===== config.mk =====
export PLATFORM = sky130hd
export DESIGN_NAME = line_job_scheduler
export DESIGN_NICKNAME = d
export VERILOG_FILES = /design/src/rtl/vga_timing_pkg.sv /design/src/rtl/vga_event_detect.sv /design/src/rtl/line_job_scheduler.sv
export SDC_FILE = /design/constraint.sdc
export NUM_CORES = 1
export LEC_CHECK = 0
export BUFFER_PORTS_ARGS = -buffer_cell sky130_fd_sc_hd__buf_2
export CAP_MARGIN = 10
export CORE_MARGIN = 2
export CORE_UTILIZATION = 50
export CTS_BUF_LIST = sky130_fd_sc_hd__clkbuf_2
export DETAILED_ROUTE_END_ITERATION = 6
export GPL_TIMING_DRIVEN = 1
export PLACE_DENSITY_LB_ADDON = 0.08
export SLEW_MARGIN = 40
export SYNTH_ARGS = -nofsm -noshare
export SYNTH_HDL_FRONTEND = slang
export SYNTH_SLANG_ARGS = --single-unit

===== constraint.sdc =====
create_clock -name clk -period 3.1 [get_ports clk]
set_clock_uncertainty 0.2 [all_clocks]
set_input_delay 0.62 -clock clk [delete_from_list [all_inputs] [get_ports clk]]
set_output_delay 0.62 -clock clk [all_outputs]
set_load 0.005 [all_outputs]

===== src/rtl/vga_timing_pkg.sv =====
// Shared 640x480 VGA timing constants, scheduler FSM encodings and the
// look-ahead line helper used by the line-buffer scheduler.
package vga_timing_pkg;

    localparam logic [9:0] VGA_H_ACTIVE = 10'd640;
    localparam logic [9:0] VGA_H_TOTAL  = 10'd800;
    localparam logic [9:0] VGA_V_ACTIVE = 10'd480;
    localparam logic [9:0] VGA_V_TOTAL  = 10'd525;

    localparam logic [1:0] ST_IDLE   = 2'd0;
    localparam logic [1:0] ST_ISSUE  = 2'd1;
    localparam logic [1:0] ST_RENDER = 2'd2;

    // Line two ahead of y, wrapping at the end of the frame.
    function automatic logic [9:0] line_ahead2(input logic [9:0] y, input logic [9:0] v_total);
        logic [9:0] wrap_at;
        wrap_at = v_total - 10'd2;
        if (y >= wrap_at) begin
            line_ahead2 = y - wrap_at;
        end else begin
            line_ahead2 = y + 10'd2;
        end
    endfunction

endpackage


===== src/rtl/vga_event_detect.sv =====
// Horizontal-blank and line-start event detection from the pixel column.
// Each event is one clk wide because x_q catches up with x on the next clk.
module vga_event_detect
    import vga_timing_pkg::*;
#(
    parameter logic [9:0] H_ACTIVE = VGA_H_ACTIVE,
    parameter logic [9:0] H_TOTAL  = VGA_H_TOTAL
) (
    input  logic       clk_i,
    input  logic       reset_i,
    input  logic [9:0] x_i,
    output logic       hb_evt_o,
    output logic       ls_evt_o
);

    logic [9:0] x_q;

    always_ff @(posedge clk_i) begin
        if (reset_i) begin
            x_q <= 10'd0;
        end else begin
            x_q <= x_i;
        end
    end

    assign hb_evt_o = (x_i == H_ACTIVE) && (x_q == H_ACTIVE - 10'd1);
    assign ls_evt_o = (x_i == 10'd0) && (x_q == H_TOTAL - 10'd1);

endmodule


===== src/rtl/line_job_scheduler.sv =====
// Ping-pong line-buffer render scheduler: issues a job for the line two ahead
// at each horizontal blank, tracks buffer readiness and flags missed lines.
module line_job_scheduler
    import vga_timing_pkg::*;
#(
    parameter logic [9:0]  H_ACTIVE = VGA_H_ACTIVE,
    parameter logic [9:0]  H_TOTAL  = VGA_H_TOTAL,
    parameter logic [9:0]  V_ACTIVE = VGA_V_ACTIVE,
    parameter logic [9:0]  V_TOTAL  = VGA_V_TOTAL,
    parameter int unsigned CNT_W    = 8
) (
    input  logic             clk,
    input  logic             reset,
    input  logic             enable,
    input  logic [9:0]       x,
    input  logic [9:0]       y,
    output logic             job_valid,
    input  logic             job_ready,
    output logic [8:0]       job_line,
    output logic             job_buf,
    output logic             job_abort,
    input  logic             line_done,
    output logic             rd_buf,
    output logic             line_fill,
    output logic             cfg_latch,
    output logic [CNT_W-1:0] underrun_cnt,
    output logic             busy
);

    logic             hb_evt;
    logic             ls_evt;
    logic [1:0]       state_q, state_d;
    logic             job_valid_q, job_valid_d;
    logic [8:0]       job_line_q, job_line_d;
    logic             job_buf_q, job_buf_d;
    logic             job_abort_q, job_abort_d;
    logic [1:0]       buf_valid_q, buf_valid_d;
    logic [1:0]       miss_mark_q, miss_mark_d;
    logic             line_fill_q, line_fill_d;
    logic             cfg_latch_q, cfg_latch_d;
    logic [CNT_W-1:0] cnt_q, cnt_d;
    logic             busy_q;
    logic [9:0]       tgt_s;
    logic             y_vis_s, create_s, finish_s, abort_s, cnt_inc_s;

    vga_event_detect #(
        .H_ACTIVE (H_ACTIVE),
        .H_TOTAL  (H_TOTAL)
    ) u_evt (
        .clk_i    (clk),
        .reset_i  (reset),
        .x_i      (x),
        .hb_evt_o (hb_evt),
        .ls_evt_o (ls_evt)
    );

    assign tgt_s    = line_ahead2(y, V_TOTAL);
    assign y_vis_s  = (y < V_ACTIVE);
    assign create_s = hb_evt && enable && (tgt_s < V_ACTIVE);
    // A finishing render beats a same-cycle blank, so it is never aborted.
    assign finish_s = (state_q == ST_RENDER) && line_done;
    assign abort_s  = hb_evt && !finish_s && ((state_q == ST_ISSUE) || (state_q == ST_RENDER));

    // Next-state for the job FSM, buffer readiness, deadline flag and counter.
    always_comb begin
        state_d     = state_q;
        job_valid_d = job_valid_q;
        job_line_d  = job_line_q;
        job_buf_d   = job_buf_q;
        job_abort_d = abort_s;
        buf_valid_d = buf_valid_q;
        miss_mark_d = miss_mark_q;
        line_fill_d = line_fill_q;
        cfg_latch_d = ls_evt && (y == V_ACTIVE);

        if (hb_evt && y_vis_s) begin
            buf_valid_d[y[0]] = 1'b0;
        end else begin
            buf_valid_d = buf_valid_q;
        end
        if (finish_s) begin
            buf_valid_d[job_buf_q] = 1'b1;
        end else begin
            buf_valid_d = buf_valid_d;
        end
        // The abort already counted this line; the deadline check must not.
        if (abort_s) begin
            miss_mark_d[job_buf_q] = 1'b1;
        end else begin
            miss_mark_d = miss_mark_q;
        end

        case (state_q)
            ST_IDLE: begin
                state_d = ST_IDLE;
            end
            ST_ISSUE: begin
                if (job_ready && !hb_evt) begin
                    state_d     = ST_RENDER;
                    job_valid_d = 1'b0;
                end else begin
                    state_d = ST_ISSUE;
                end
            end
            ST_RENDER: begin
                state_d = finish_s ? ST_IDLE : ST_RENDER;
            end
            default: begin
                state_d     = ST_IDLE;
                job_valid_d = 1'b0;
            end
        endcase

        if (create_s) begin
            state_d     = ST_ISSUE;
            job_valid_d = 1'b1;
            job_line_d  = tgt_s[8:0];
            job_buf_d   = tgt_s[0];
        end else if (abort_s) begin
            state_d     = ST_IDLE;
            job_valid_d = 1'b0;
        end else begin
            job_line_d = job_line_d;
        end

        if (ls_evt && y_vis_s) begin
            line_fill_d       = ~buf_valid_q[y[0]];
            miss_mark_d[y[0]] = 1'b0;
        end else if (ls_evt) begin
            line_fill_d = 1'b0;
        end else begin
            line_fill_d = line_fill_q;
        end

        cnt_inc_s = abort_s || (ls_evt && y_vis_s && !buf_valid_q[y[0]] && !miss_mark_q[y[0]]);
        cnt_d     = (cnt_inc_s && (cnt_q != {CNT_W{1'b1}})) ? cnt_q + CNT_W'(1) : cnt_q;
    end

    // State and output registers; reset drops any job without an abort pulse.
    always_ff @(posedge clk) begin
        if (reset) begin
            state_q     <= ST_IDLE;
            job_valid_q <= 1'b0;
            job_line_q  <= 9'd0;
            job_buf_q   <= 1'b0;
            job_abort_q <= 1'b0;
            buf_valid_q <= 2'b00;
            miss_mark_q <= 2'b00;
            line_fill_q <= 1'b0;
            cfg_latch_q <= 1'b0;
            cnt_q       <= {CNT_W{1'b0}};
            busy_q      <= 1'b0;
        end else begin
            state_q     <= state_d;
            job_valid_q <= job_valid_d;
            job_line_q  <= job_line_d;
            job_buf_q   <= job_buf_d;
            job_abort_q <= job_abort_d;
            buf_valid_q <= buf_valid_d;
            miss_mark_q <= miss_mark_d;
            line_fill_q <= line_fill_d;
            cfg_latch_q <= cfg_latch_d;
            cnt_q       <= cnt_d;
            busy_q      <= (state_d != ST_IDLE);
        end
    end

    assign job_valid    = job_valid_q;
    assign job_line     = job_line_q;
    assign job_buf      = job_buf_q;
    assign job_abort    = job_abort_q;
    assign rd_buf       = y[0];
    assign line_fill    = line_fill_q;
    assign cfg_latch    = cfg_latch_q;
    assign underrun_cnt = cnt_q;
    assign busy         = busy_q;

endmodule


==> impl_metrics.json <==
{
  "outcome": "finished clean",
  "end_kind": "register",
  "p_sw_share_pct": 24.3,
  "grtUsageMet1_pct": 26.8,
  "dr.pass1.iters": 4,
  "first_iter_violations": 96,
  "crit_type": "primary input to register",
  "ff2ff_setup_slack_ns": 0.60,
  "combPwrFrac_pct": 11.2,
  "cts_hold_buf": 0,
  "p_int_mw": 0.764,
  "rows": 23,
  "fillers": 384,
  "cp.arrival_ns": 2.69,
  "timing.rr.start": "u_evt.x_q[9]",
  "routedWlPerCell_um": 13.6,
  "synth.yosys.warnings": 0,
  "setup_violations": 0,
  "ant_nets": 0,
  "cts_tree": "built",
  "numCtsBuffers": 5,
  "final_cell_mix": "buf_2, dfxtp_1, nor2b_1",
  "gr-max-usage-layer": "met2",
  "clock_latency_ns": 0.40,
  "cp_max_fo": 11,
  "met2_usage_pct": 29.3,
  "synthArstFlopShare_pct": 0,
  "cts_buffer_depth": 2,
  "hold_path_end": "u_evt.x_q[3]",
  "min_delay_path_depth": 2,
  "gp_congestion": 0.892,
  "start_util_pct": 52.8,
  "timing.fmax_ghz": 0.388,
  "ys_seq_area_share_pct": 35.5,
  "drv_cap": 0,
  "p_switching_mw": 0.245,
  "syn_area_um2": 2140,
  "powerDensity_nw_per_um2": 397,
  "first_global_vias": 1725,
  "port_buffers": 48,
  "cts.reportedPaths.clkPinSlew_ns": 0.22,
  "area_growth_pct": 18.8,
  "hold_viol_final": 0,
  "seqPwrFrac_pct": 49.4,
  "drive_gt1_share_pct": 30.6,
  "synth-edff-count": 0,
  "post-route-util_pct": 62.7,
  "final_nets": 320,
  "hold_path_class": "primary input to register",
  "finalWirelength_um": 4590,
  "clock-sinks": 38,
  "synthCells": 235,
  "die_y_um": 69.5,
  "route.detailed.drc": 0,
  "crit_buf_inv": 2,
  "dp_hpwl_um": 3440,
  "yosys.area.top_type": "dfxtp_1",
  "antenna_found_initial": 0,
  "slew_headroom_pct": 69.6,
  "reg2reg_depth": 7,
  "root_buffer": "clkbuf_2",
  "synthTopCellsByArea": "dfxtp_1, nor2b_1, ha_1",
  "synthFlopType": "dfxtp_1",
  "placed_cells": 330,
  "num_antenna_cells": 0,
  "syn_nets": 268,
  "fin_crit_sh_pct": 83.1,
  "synth_cell_type_count": 57,
  "crit_slowest_cell": "or4_4",
  "grt_remaining_overflow": 0,
  "finalMaxSlewViolations": 0,
  "place_area_um2": 2450,
  "postLayoutCellArea_um2": 2540,
  "path_delay_family": "compound AO/OA/AOI/OAI gates",
  "final.setup.tns_ns": 0,
  "tightest_slew_ns": 0.454,
  "num_vias": 1872,
  "avgSynthCellArea_um2": 9.12,
  "dieArea_um2": 4820,
  "synth_top_area_share_pct": 35.5,
  "crit_path_max_incr_delay_ns": 0.56,
  "rr_endpoint": "underrun_cnt[5]",
  "p_leak_nw": 1.12,
  "global_route.usage.met3_pct": 5.09,
  "min_period_ns": 2.58,
  "die_x_um": 69.5,
  "synth_seq_cells": 38,
  "fp.coreArea_um2": 4060,
  "postCtsSetupRepairBufs": 0,
  "start_kind": "primary input",
  "critPathRequiredTime_ns": 3.21,
  "grtUsageTotal_pct": 19.4,
  "critical_path.cell_chain": "buf_2 -> or4_4 -> o31ai_4 -> a21oi_2 -> xnor2_2 -> o41ai_2 -> buf_4 -> mux2_2",
  "grt_max_degree": 24,
  "cts.htree.levels": 2,
  "min_from": "x[3]",
  "io_pins": 49,
  "cts_resized": 0,
  "via_per_inst": 5.54,
  "clockPowerShare_pct": 39.4,
  "rsz0062_at_grt": "false",
  "mostFrequentLayoutCell": "buf_2",
  "grt_pass1_wl_um": 7670,
  "ir_worst_vdd_uv": 249,
  "final_cells": 338
}
cell families after synthesis:
logic type	after synthesis	synth area share [%]
simple gates	90	25.1
xor+xnor	7	3.21
buf+inv	26	6.07
fa+ha+maj	8	4.67
mux	10	5.96
compound gates	56	19.5
flops	38	35.5
metrics by stage:
stage	hold slack (ns)	total power [mW]	worst slack, ns
6_report	0.224	1.01	0.524
5_1_grt	0.185	1.05	0.444
4_1_cts	0.218	1.02	0.533
3_5_place_dp	0.257	0.621	0.0892
3_3_place_gp	0.248	0.619	0.132
2_1_floorplan	0.246	0.578	0.00249
metal layers:
layer	vias up	wire, um
met5	-	0
met4	0	74
met3	8	280
met2	59	1930
met1	852	2310
li1	953	-
power by group through the flow:
stage	clock network (mW)	logic, mW	registers [mW]
final	0.397	0.113	0.499
after floorplan	0	0.0703	0.508
after CTS	0.405	0.113	0.499
after global routing	0.427	0.125	0.500
after global placement	0	0.111	0.508
after detailed placement	0	0.113	0.508
state kept, by name (all words and copies together), names as in the netlist:
| register | cells |
|---|---|
| job_abort | 1 |
| busy | 1 |
| line_fill | 1 |
| u_evt.x_q | 10 |
| cfg_latch | 1 |
| miss_mark_q | 2 |
| job_valid | 1 |
| buf_valid_q | 2 |
| underrun_cnt | 8 |
| job_line | 9 |
| state_q | 2 |
cell type report:
type	instances	area [um2]	share of cell area [%]
multi-input cells	171	1250	49.3
clock buffers	5	25.0	0.984
repair buffers	60	330	13.0
well taps	50	62.6	2.46
inverters	11	41.3	1.62
flip-flops and latches	38	761	29.9
clock inverters	3	68.8	2.71
worst max-delay path by stage:
stage	start	end	slack, ns	cells after the start
5_1_grt	u_evt.x_q[9]	underrun_cnt[4]	0.44	7
3_5_place_dp	y[6]	job_line[5]	0.09	8
4_1_cts	y[6]	job_line[5]	0.53	8
3_3_place_gp	y[6]	job_line[5]	0.13	8
2_1_floorplan	y[6]	job_line[0]	0.002	8
6_report	y[6]	job_line[5]	0.52	8
synthesized netlist by cell type (3+ instances only):
| library cell | n |
|---|---|
| o2111a_1 | 3 |
| mux2_4 | 5 |
| dfxtp_1 | 38 |
| inv_1 | 11 |
| xor2_1 | 3 |
| mux2i_1 | 3 |
| a21oi_1 | 15 |
| ha_1 | 8 |
| clkbuf_1 | 6 |
| xnor2_1 | 3 |
| or3_1 | 5 |
| a221oi_1 | 3 |
| nor2b_1 | 19 |
| buf_6 | 3 |
| o21ai_0 | 11 |
| nand2_1 | 11 |
| nor3_1 | 4 |
| nor2_1 | 18 |
| nand3_1 | 12 |
No activity file was read; power rests on OpenSTA's default activity.
